<file path="src/rtl/falafel_mem_arbiter.sv">
// Arbitrates NUM_REQ requesters onto the single falafel memory port and routes
// in-order memory responses back to the issuer through a tag FIFO.

module falafel_mem_arbiter_lane (
  input  logic grant,
  input  logic head,
  input  logic req_go,
  input  logic resp_val,
  output logic req_rdy,
  output logic rsp_val
);
  assign req_rdy = grant & req_go;
  assign rsp_val = head & resp_val;
endmodule

module falafel_mem_arbiter #(
  parameter int NUM_REQ         = 2,
  parameter int DATA_W          = 64,
  parameter int MAX_OUTSTANDING = 4
) (
  input  logic                           clk_i,
  input  logic                           rst_ni,
  input  logic [NUM_REQ-1:0]             req_val_i,
  output logic [NUM_REQ-1:0]             req_rdy_o,
  input  logic [NUM_REQ-1:0]             req_is_write_i,
  input  logic [NUM_REQ-1:0]             req_is_cas_i,
  input  logic [NUM_REQ-1:0][DATA_W-1:0] req_addr_i,
  input  logic [NUM_REQ-1:0][DATA_W-1:0] req_data_i,
  input  logic [NUM_REQ-1:0][DATA_W-1:0] req_cas_exp_i,
  output logic [NUM_REQ-1:0]             rsp_val_o,
  input  logic [NUM_REQ-1:0]             rsp_rdy_i,
  output logic [DATA_W-1:0]              rsp_data_o,
  output logic                           mem_req_val_o,
  input  logic                           mem_req_rdy_i,
  output logic                           mem_req_is_write_o,
  output logic                           mem_req_is_cas_o,
  output logic [DATA_W-1:0]              mem_req_addr_o,
  output logic [DATA_W-1:0]              mem_req_data_o,
  output logic [DATA_W-1:0]              mem_req_cas_exp_o,
  input  logic                           mem_resp_val_i,
  output logic                           mem_resp_rdy_o,
  input  logic [DATA_W-1:0]              mem_resp_data_i
);
  localparam int IDX_W = (NUM_REQ > 1) ? $clog2(NUM_REQ) : 1;
  localparam int PTR_W = $clog2(MAX_OUTSTANDING);
  localparam int CNT_W = PTR_W + 1;
  localparam logic [IDX_W:0]   NREQ = (IDX_W+1)'(NUM_REQ);
  localparam logic [CNT_W-1:0] FULL = CNT_W'(MAX_OUTSTANDING);

  typedef struct packed {
    logic              is_write;
    logic              is_cas;
    logic [DATA_W-1:0] addr;
    logic [DATA_W-1:0] data;
    logic [DATA_W-1:0] cas_exp;
  } mem_req_t;

  typedef enum logic {IDLE, LOCKED} lock_state_e;

  lock_state_e      state_q, state_d;
  logic [IDX_W-1:0] lock_idx_q, lock_idx_d;
  logic [IDX_W-1:0] rr_ptr_q;
  logic [IDX_W-1:0] rr_idx, grant_idx;
  logic             rr_vld, grant_vld;
  logic [IDX_W:0]   cand;

  logic [IDX_W-1:0] tag_mem [MAX_OUTSTANDING];
  logic [PTR_W-1:0] rd_ptr_q, wr_ptr_q;
  logic [CNT_W-1:0] count_q;
  logic             tag_full, tag_empty, push, pop;
  logic [IDX_W-1:0] head;

  mem_req_t         req_sel;

  assign tag_full  = (count_q == FULL);
  assign tag_empty = (count_q == '0);
  assign head      = tag_mem[rd_ptr_q];

  // Rotating priority: first valid requester at or after rr_ptr, wrapping.
  always_comb begin
    rr_vld = 1'b0;
    rr_idx = '0;
    cand   = '0;
    for (int i = 0; i < NUM_REQ; i++) begin
      cand = {1'b0, rr_ptr_q} + (IDX_W+1)'(i);
      if (cand >= NREQ) cand = cand - NREQ;
      if (!rr_vld && req_val_i[cand[IDX_W-1:0]]) begin
        rr_vld = 1'b1;
        rr_idx = cand[IDX_W-1:0];
      end
    end
  end

  // Once granted, a requester keeps the port until its handshake so the
  // presented request fields cannot be swapped under a stalled memory.
  always_comb begin
    state_d    = state_q;
    lock_idx_d = lock_idx_q;
    grant_idx  = rr_idx;
    grant_vld  = rr_vld;
    if (state_q == LOCKED) begin
      grant_idx = lock_idx_q;
      grant_vld = 1'b1;
    end
    case (state_q)
      IDLE: if (grant_vld && !push) begin
        state_d    = LOCKED;
        lock_idx_d = grant_idx;
      end
      LOCKED: if (push) state_d = IDLE;
      default: state_d = IDLE;
    endcase
  end

  assign req_sel = '{is_write: req_is_write_i[grant_idx],
                     is_cas:   req_is_cas_i[grant_idx],
                     addr:     req_addr_i[grant_idx],
                     data:     req_data_i[grant_idx],
                     cas_exp:  req_cas_exp_i[grant_idx]};

  // Outputs are forced low while reset is asserted, independent of inputs.
  assign mem_req_val_o      = rst_ni & grant_vld & req_val_i[grant_idx] & ~tag_full;
  assign mem_req_is_write_o = rst_ni & req_sel.is_write;
  assign mem_req_is_cas_o   = rst_ni & req_sel.is_cas;
  assign mem_req_addr_o     = rst_ni ? req_sel.addr    : '0;
  assign mem_req_data_o     = rst_ni ? req_sel.data    : '0;
  assign mem_req_cas_exp_o  = rst_ni ? req_sel.cas_exp : '0;
  assign mem_resp_rdy_o     = rst_ni & ~tag_empty & rsp_rdy_i[head];
  assign rsp_data_o         = rst_ni ? mem_resp_data_i : '0;

  assign push = mem_req_val_o & mem_req_rdy_i;
  assign pop  = mem_resp_val_i & mem_resp_rdy_o;

  for (genvar l = 0; l < NUM_REQ; l++) begin : g_lane
    falafel_mem_arbiter_lane u_lane (
      .grant    (grant_vld && (grant_idx == IDX_W'(l))),
      .head     (!tag_empty && (head == IDX_W'(l))),
      .req_go   (rst_ni & mem_req_rdy_i & ~tag_full),
      .resp_val (rst_ni & mem_resp_val_i),
      .req_rdy  (req_rdy_o[l]),
      .rsp_val  (rsp_val_o[l])
    );
  end

  always_ff @(posedge clk_i or negedge rst_ni) begin
    if (!rst_ni) begin
      state_q    <= IDLE;
      lock_idx_q <= '0;
      rr_ptr_q   <= '0;
    end else begin
      state_q    <= state_d;
      lock_idx_q <= lock_idx_d;
      if (push)
        rr_ptr_q <= (grant_idx == IDX_W'(NUM_REQ-1)) ? '0 : grant_idx + 1'b1;
    end
  end

  // Tag storage needs no reset: entries are only read while count is non-zero.
  always_ff @(posedge clk_i) begin
    if (push) tag_mem[wr_ptr_q] <= grant_idx;
  end

  always_ff @(posedge clk_i or negedge rst_ni) begin
    if (!rst_ni) begin
      rd_ptr_q <= '0;
      wr_ptr_q <= '0;
      count_q  <= '0;
    end else begin
      if (push) wr_ptr_q <= wr_ptr_q + 1'b1;
      if (pop)  rd_ptr_q <= rd_ptr_q + 1'b1;
      case ({push, pop})
        2'b10:   count_q <= count_q + 1'b1;
        2'b01:   count_q <= count_q - 1'b1;
        default: count_q <= count_q;
      endcase
    end
  end

endmodule

</file>
<file path="config.mk">
export PLATFORM = sky130hd
export DESIGN_NAME = falafel_mem_arbiter
export DESIGN_NICKNAME = d
export VERILOG_FILES = /design/src/rtl/falafel_mem_arbiter.sv
export SDC_FILE = /design/constraint.sdc
export NUM_CORES = 1
export LEC_CHECK = 0
export BUFFER_PORTS_ARGS = -buffer_cell sky130_fd_sc_hd__buf_2
export CAP_MARGIN = 20
export CORE_AREA = 2 2 278 280
export CTS_CLUSTER_SIZE = 8
export DETAILED_ROUTE_END_ITERATION = 10
export DIE_AREA = 0 0 280 282
export PLACE_DENSITY = 0.32
export REMOVE_ABC_BUFFERS = 1
export SKIP_CTS_REPAIR_TIMING = 1
export SLEW_MARGIN = 40
export SYNTH_ARGS = -nofsm -noshare
export SYNTH_HDL_FRONTEND = slang
export SYNTH_SLANG_ARGS = --single-unit
</file>
<file path="constraint.sdc">
create_clock -name clk_i -period 3.25 [get_ports clk_i]
set_clock_uncertainty 0.2 [all_clocks]
set_input_delay 0.1625 -clock clk_i [delete_from_list [all_inputs] [get_ports clk_i]]
set_output_delay 0.1625 -clock clk_i [all_outputs]
set_load 0.005 [all_outputs]
</file>
# After elaboration in Yosys (flattened, before gate mapping)
# Memory sizes are Yosys's and may differ from the RTL's.
# Cells that the tools add are included.
[word_totals]
regBits = 10
latch_bits = 0
mem_bits_rw = 4
rom_bits = 0
out_inout_bits = 264
word_cells = 94
mem_count = 1
[op_classes]
add_sub_neg = 8
mul = 0
div = 0
magnitude_cmp = 6
n_eq_ne = 3
shifts = 0
n_mux = 37
bitwise = 21
n_reduce_logical = 12
[mem_list]
columns = ["memory", "words", "word_bits", "read_ports", "rd_clocked_by_memory_dff", "write_ports", "line_no", "source"]
rows = [
  ["tag_mem", 4, 1, 1, 0, 1, "67", "logic [IDX_W-1:0] tag_mem [MAX_OUTSTANDING];"],
]
[op_table]
columns = ["op", "count"]
rows = [
  ["64-bit 2-to-1 mux", 10],
  ["1-bit 2-to-1 mux", 25],
  ["1-bit bitwise AND", 16],
  ["1-bit by 2-bit < comparator with 1-bit output, second input constant", 4],
  ["1-bit logical AND", 6],
  ["3-bit case mux with 2 select lines", 1],
  ["1-bit inverter", 5],
  ["2-bit by 1-bit adder with 2-bit output, second input constant", 2],
  ["3-bit by 1-bit adder with 3-bit output, second input constant", 1],
  ["3-bit equality test, second input constant", 1],
  ["1-bit logical NOT", 3],
  ["3-bit logical NOT", 1],
  ["3-bit by 1-bit subtractor with 3-bit output, second input constant", 1],
  ["1-bit by 1-bit adder with 2-bit output, second input constant", 1],
  ["2-bit by 1-bit equality test with 1-bit output, second input constant", 1],
  ["2-bit equality test, second input constant", 1],
  ["1-bit by 2-bit greater-or-equal comparator with 1-bit output, second input constant", 1],
  ["2-bit greater-or-equal comparator, second input constant", 1],
  ["1-bit case mux with 2 select lines", 1],
  ["2-bit AND reduction", 1],
  ["2-bit nonzero test", 1],
  ["1-bit subtractor, second input constant", 2],
  ["1-bit adder, second input constant", 1],
]

# Longest topological paths before layout
[depth]
ltp_word = 18
depth_mapped = 11

# Modules after synthesis
# Synthesis repeated with hierarchy kept, for this count alone.
[hier_totals]
cells_unflattened = 793
hier_area_um2 = 4558.1
[modules_own_cells]
columns = ["mod", "n_inst", "cells_per_inst", "area_per_inst_um2", "seq_area_each_um2"]
rows = [
  ["falafel_mem_arbiter", 1, 789, 4533.1, 370.4],
  ["falafel_mem_arbiter_lane", 2, 2, 12.5, 0.0],
]

# Worst setup path before layout
# Ideal clock, no wire load.
[synth_path]
kind = "reg-to-reg"
start = "reg state_q"
end = "reg count_q[2]"
setup_ps = 126
t_arrival_ps = 2066
setup_slack_ps = 858
path_stages_with_launch = 11
synth_period_minus_slack_ps = 2392
path_cell_list = "dfrtp_1 -> nor3_2 -> a211o_4 -> a311oi_4 -> inv_1 -> ha_1 -> inv_1 -> fa_1 -> xor2_1 -> nor2_1 -> xor2_1"
[synth_between]
elab_chain_cells = 8
[synth_rtl]
columns = ["element", "line_no", "source"]
rows = [
  ["start: declaration", "60", "lock_state_e state_q, state_d;"],
  ["start signal: assignment", "151", "state_q <= state_d;"],
  ["1-bit 2-to-1 mux", "101", "if (state_q == LOCKED) begin"],
  ["1-bit 2-to-1 mux (not written as such) (2 in series)", "122", "assign mem_req_val_o = rst_ni & grant_vld & req_val_i[grant_idx] & ~tag_full;"],
  ["1-bit bitwise AND (*) (2 in series)", "122", ""],
  ["1-bit bitwise AND (*)", "131", "assign push = mem_req_val_o & mem_req_rdy_i;"],
  ["2-bit by 1-bit equality test with 1-bit output or 2-bit equality test (tied branches)", "171", "case ({push, pop})"],
  ["3-bit case mux with 2 select lines or 2-bit nonzero test (tied branches)", "-", ""],
  ["end signal: assignment", "172", "2'b10: count_q <= count_q + 1'b1;"],
  ["end signal: assignment", "173", "2'b01: count_q <= count_q - 1'b1;"],
  ["end signal: assignment", "174", "default: count_q <= count_q;"],
  ["end: declaration", "69", "logic [CNT_W-1:0] count_q;"],
]
# Every way passes the cells marked *; elsewhere a longest branch is shown, timed or not. The select of a mux whose other input is x is not followed.
# A chain may end at the register's enable or synchronous reset.

# Final worst setup path
[layout_path]
start = "reg state_q"
end = "out mem_req_cas_exp_o[55]"
[layout_between]
elab_chain_cells = 4
[layout_rtl]
columns = ["element", "line_no", "source"]
rows = [
  ["1-bit 2-to-1 mux", "101", ""],
  ["64-bit 2-to-1 mux (not written as such) (2 in series)", "119", "cas_exp: req_cas_exp_i[grant_idx]};"],
  ["64-bit 2-to-1 mux", "127", "assign mem_req_cas_exp_o = rst_ni ? req_sel.cas_exp : '0;"],
  ["end: declaration", "39", "output logic [DATA_W-1:0] mem_req_cas_exp_o,"],
]
# Every way passes these cells. The select of a mux whose other input is x is not followed.

==> out/qor.yml <==
run_status:
  status: "finished with violations"
  violations: "hold timing"
power_and_ir_drop:
  peakVddDrop_mv: 0.337
  powerDensity_nw_per_um2: 456
  leakagePower_nw: 5.21
synthesis:
  yosys-top-cells-area: "nand2_1 (32%), a21boi_1 (23%), and2_1 (9.3%), a21boi_0 (8.9%), dfrtp_1 (5.5%)"
  synth_common_cells: "nand2_1 (392), a21boi_1 (140), and2_1 (68)"
  synth_top_family_by_area: "simple AND/OR/NAND/NOR gates"
  ys_seq_area_share_pct: 8.09
  netlist.top_cell.by_area: "nand2_1"
  synth_seq_cells: 14
  synth.most_common_cell: "nand2_1"
  synth_cells: 800
  avgSynthCellArea_um2: 5.72
  synthesis.area_um2: 4580
  synth-compound-area-share_pct: 34.5
  synth_ff_type: "dfrtp_1"
  synth_warnings: 0
  synthAdderAreaFrac_pct: 1.80
  synth_xor_area_share_pct: 0.956
  synth_mux_area_share_pct: 1.86
  yosysUniqueCellTypes: 34
  synth_top_area_share_pct: 32.1
  synthSimpleGateAreaFrac_pct: 42.8
  async_flop_share_pct: 71.4
  synth_edf_count: 4
worst_setup_path:
  slowest_delay_ns: 0.46
  rrSetupSlack_ns: 0.77
  worst_setup_path_start_kind: "register"
  reg2reg_depth: 10
  crit_family: "buffers and inverters"
  timing.rr.start: "rd_ptr_q[1]$_DFFE_PN0P_"
  cp_slowest_cell: "dfrtp_1"
  worstSetupPathType: "reg2out"
  reg2reg_to: "count_q[2]$_DFFE_PN0P_"
  end_kind: "primary output"
  critPathRequiredTime_ns: 2.89
  crit_path_cell_trace: "o31a_2 > inv_6 > buf_4 > nand2_1 > a21boi_0 > buf_2"
  cp_max_fo: 27
  cp.arrival_ns: 2.25
  crit_buf_inv: 3
detailed_routing:
  vias: 7669
  wl_mm: 32.8
  dr.pass1.iters: 4
  drt_iter0_markers: 360
  postRouteAntennaNets: 0
  via_per_inst: 3.12
  drc: 0
  wl_per_cell_um: 13.3
global_route:
  antenna_found_initial: 7
  grt_overflow: 0
  grt_pass1_wl_mm: 44.1
  grt_pass1_vias: 7268
  grt_max_degree: 139
  grt_usage_pct: 7.31
timing:
  setup_violations: 0
  fin_crit_sh_pct: 80.5
  min_period_ns: 2.62
  relSlewSlack_pct: 59.0
  tightest_slew_ns: 0.614
  report.final.slew_viol_count: 0
  rsz0062_at_grt: "no"
  fmax_mhz: 382
  hold_ws_ns: -0.00306
  hold_viol: 2
cts:
  tritoncts.num_buffers: 3
  cts_tree: "built"
  cts_sinks: 14
  h-tree-depth: 1
  root_buffer: "clkbuf_16"
  clockBufferDepth: 2
  path_clk_slew_ns: 0.05
  clk-insertion-delay-late_ns: 0.24
hold_path:
  hold_depth: 2
  holdPathEnd: "rr_ptr_q$_DFFE_PN0P_"
  hold_path_class: "in2reg"
  worstHoldStart: "req_val_i[0]"
cells_and_area:
  final_layout_size_suffix_gt1_share_pct: 51.2
  fill_cells: 8943
  fin_area_um2: 9380
  fin_cells: 2459
  nets: 1943
  area_delta_synth_final_pct: 105
floorplanning:
  dieHeight_um: 282
  die_width_um: 280
  floorplan.initialDensity_pct: 6.05
  core_um2: 75700
  fp-row-count: 101
  ioPinCount: 724
  die_area_um2: 79000
placement:
  place_congestion: 0.831
  hpwl_mm: 27.7
  place_area_um2: 9280
  io_buffers: 723
  numPlacedInstances: 2449
job:
  maxCapViolations: 0
==> report_power, final <==
part | internal, mW | switching, mW | total (mW)
Combinational | 1.53 | 2.18 | 3.70
Sequential | 0.255 | 0.0797 | 0.335
Clock | 0.163 | 0.0719 | 0.235
==> through the flow <==
step	utilization (%)	power, mW	setup TNS [ns]	worst slack (ns)
2_1_floorplan	-	2.24	-934.55	-4.79
3_3_place_gp	12.3	4.24	0	0.745
3_5_place_dp	12.3	4.16	0	0.759
4_1_cts	12.4	4.42	0	0.565
5_1_grt	12.4	4.80	0	0.458
6_report	12.4	4.27	0	0.634
==> layer usage <==
layer / GRT usage [%] / wire length [µm]
met5: 0 / 33
met4: 1.66 / 661
met3: 1.71 / 3060
met2: 13.4 / 16200
met1: 8.54 / 12900
==> state kept, by name (all words and copies together) (netlist names) <==
name and flops:
count_q 3, lock_idx_q 1, rd_ptr_q 2, rr_ptr_q 1
state_q 1, tag_mem 4, wr_ptr_q 2
==> cell usage in the layout (no fill, tap or decap), types with 7 or more instances in the layout <==
| master | n |
|---|---|
| dfrtp_1 | 10 |
| nor2_1 | 9 |
| nand2_1 | 392 |
| buf_2 | 722 |
| buf_4 | 18 |
| inv_1 | 10 |
| a21boi_0 | 54 |
| and2_1 | 68 |
| mux2i_1 | 7 |
| a21boi_1 | 140 |
==> worst reg2reg max path, delay by kind of cell (launching register included) <==
family                     cells  cell delay [ns]
xor gates and xnor gates       2             0.30
buffers and inverters          1             0.06
muxes                          3             0.65
adders and majority gates      2             0.56
and+or+nand+nor                2             0.24
DFF                            1             0.40
==> cells by family (layout without fill, tap and decap cells) <==
| group | after synthesis | after routing |
|---|---|---|
| buffers and inverters | 87 | 763 |
| adder cells (fa/ha/maj) | 6 | 6 |
| AO/OA/AOI/OAI | 207 | 207 |
| flip-flops | 14 | 14 |
| multiplexers | 8 | 8 |
| AND/OR/NAND/NOR | 473 | 473 |
| XOR/XNOR | 5 | 5 |
| other | 0 | 5 |
==> worst max-delay path by stage <==
stage                                  startpoint                      to  slack, ns  depth (start not counted)
final                           state_q$_DFF_PN0_   mem_req_cas_exp_o[55]       0.63                          6
after global routing            state_q$_DFF_PN0_      mem_req_data_o[63]       0.46                          7
after CTS                       state_q$_DFF_PN0_   mem_req_cas_exp_o[44]       0.56                          7
after detailed placement  rd_ptr_q[1]$_DFFE_PN0P_  count_q[2]$_DFFE_PN0P_       0.76                         10
after global placement    rd_ptr_q[1]$_DFFE_PN0P_  count_q[2]$_DFFE_PN0P_       0.74                         10
after floorplan                 state_q$_DFF_PN0_    tag_mem[0]$_DFFE_PP_      -4.79                          3
==> layout make-up <==
cell class / count / area [µm²] / share of cell area [%]
flip-flops and latches: 14 / 370 / 3.95
well taps: 978 / 1220 / 13.1
clock buffers: 3 / 75.1 / 0.801
inverters: 11 / 46.3 / 0.494
diodes: 5 / 12.5 / 0.133
repair buffers: 748 / 3890 / 41.5
multi-input cells: 699 / 3750 / 40.0
clock inverters: 1 / 3.75 / 0.0400
No activity file was read; power rests on OpenSTA's default activity.
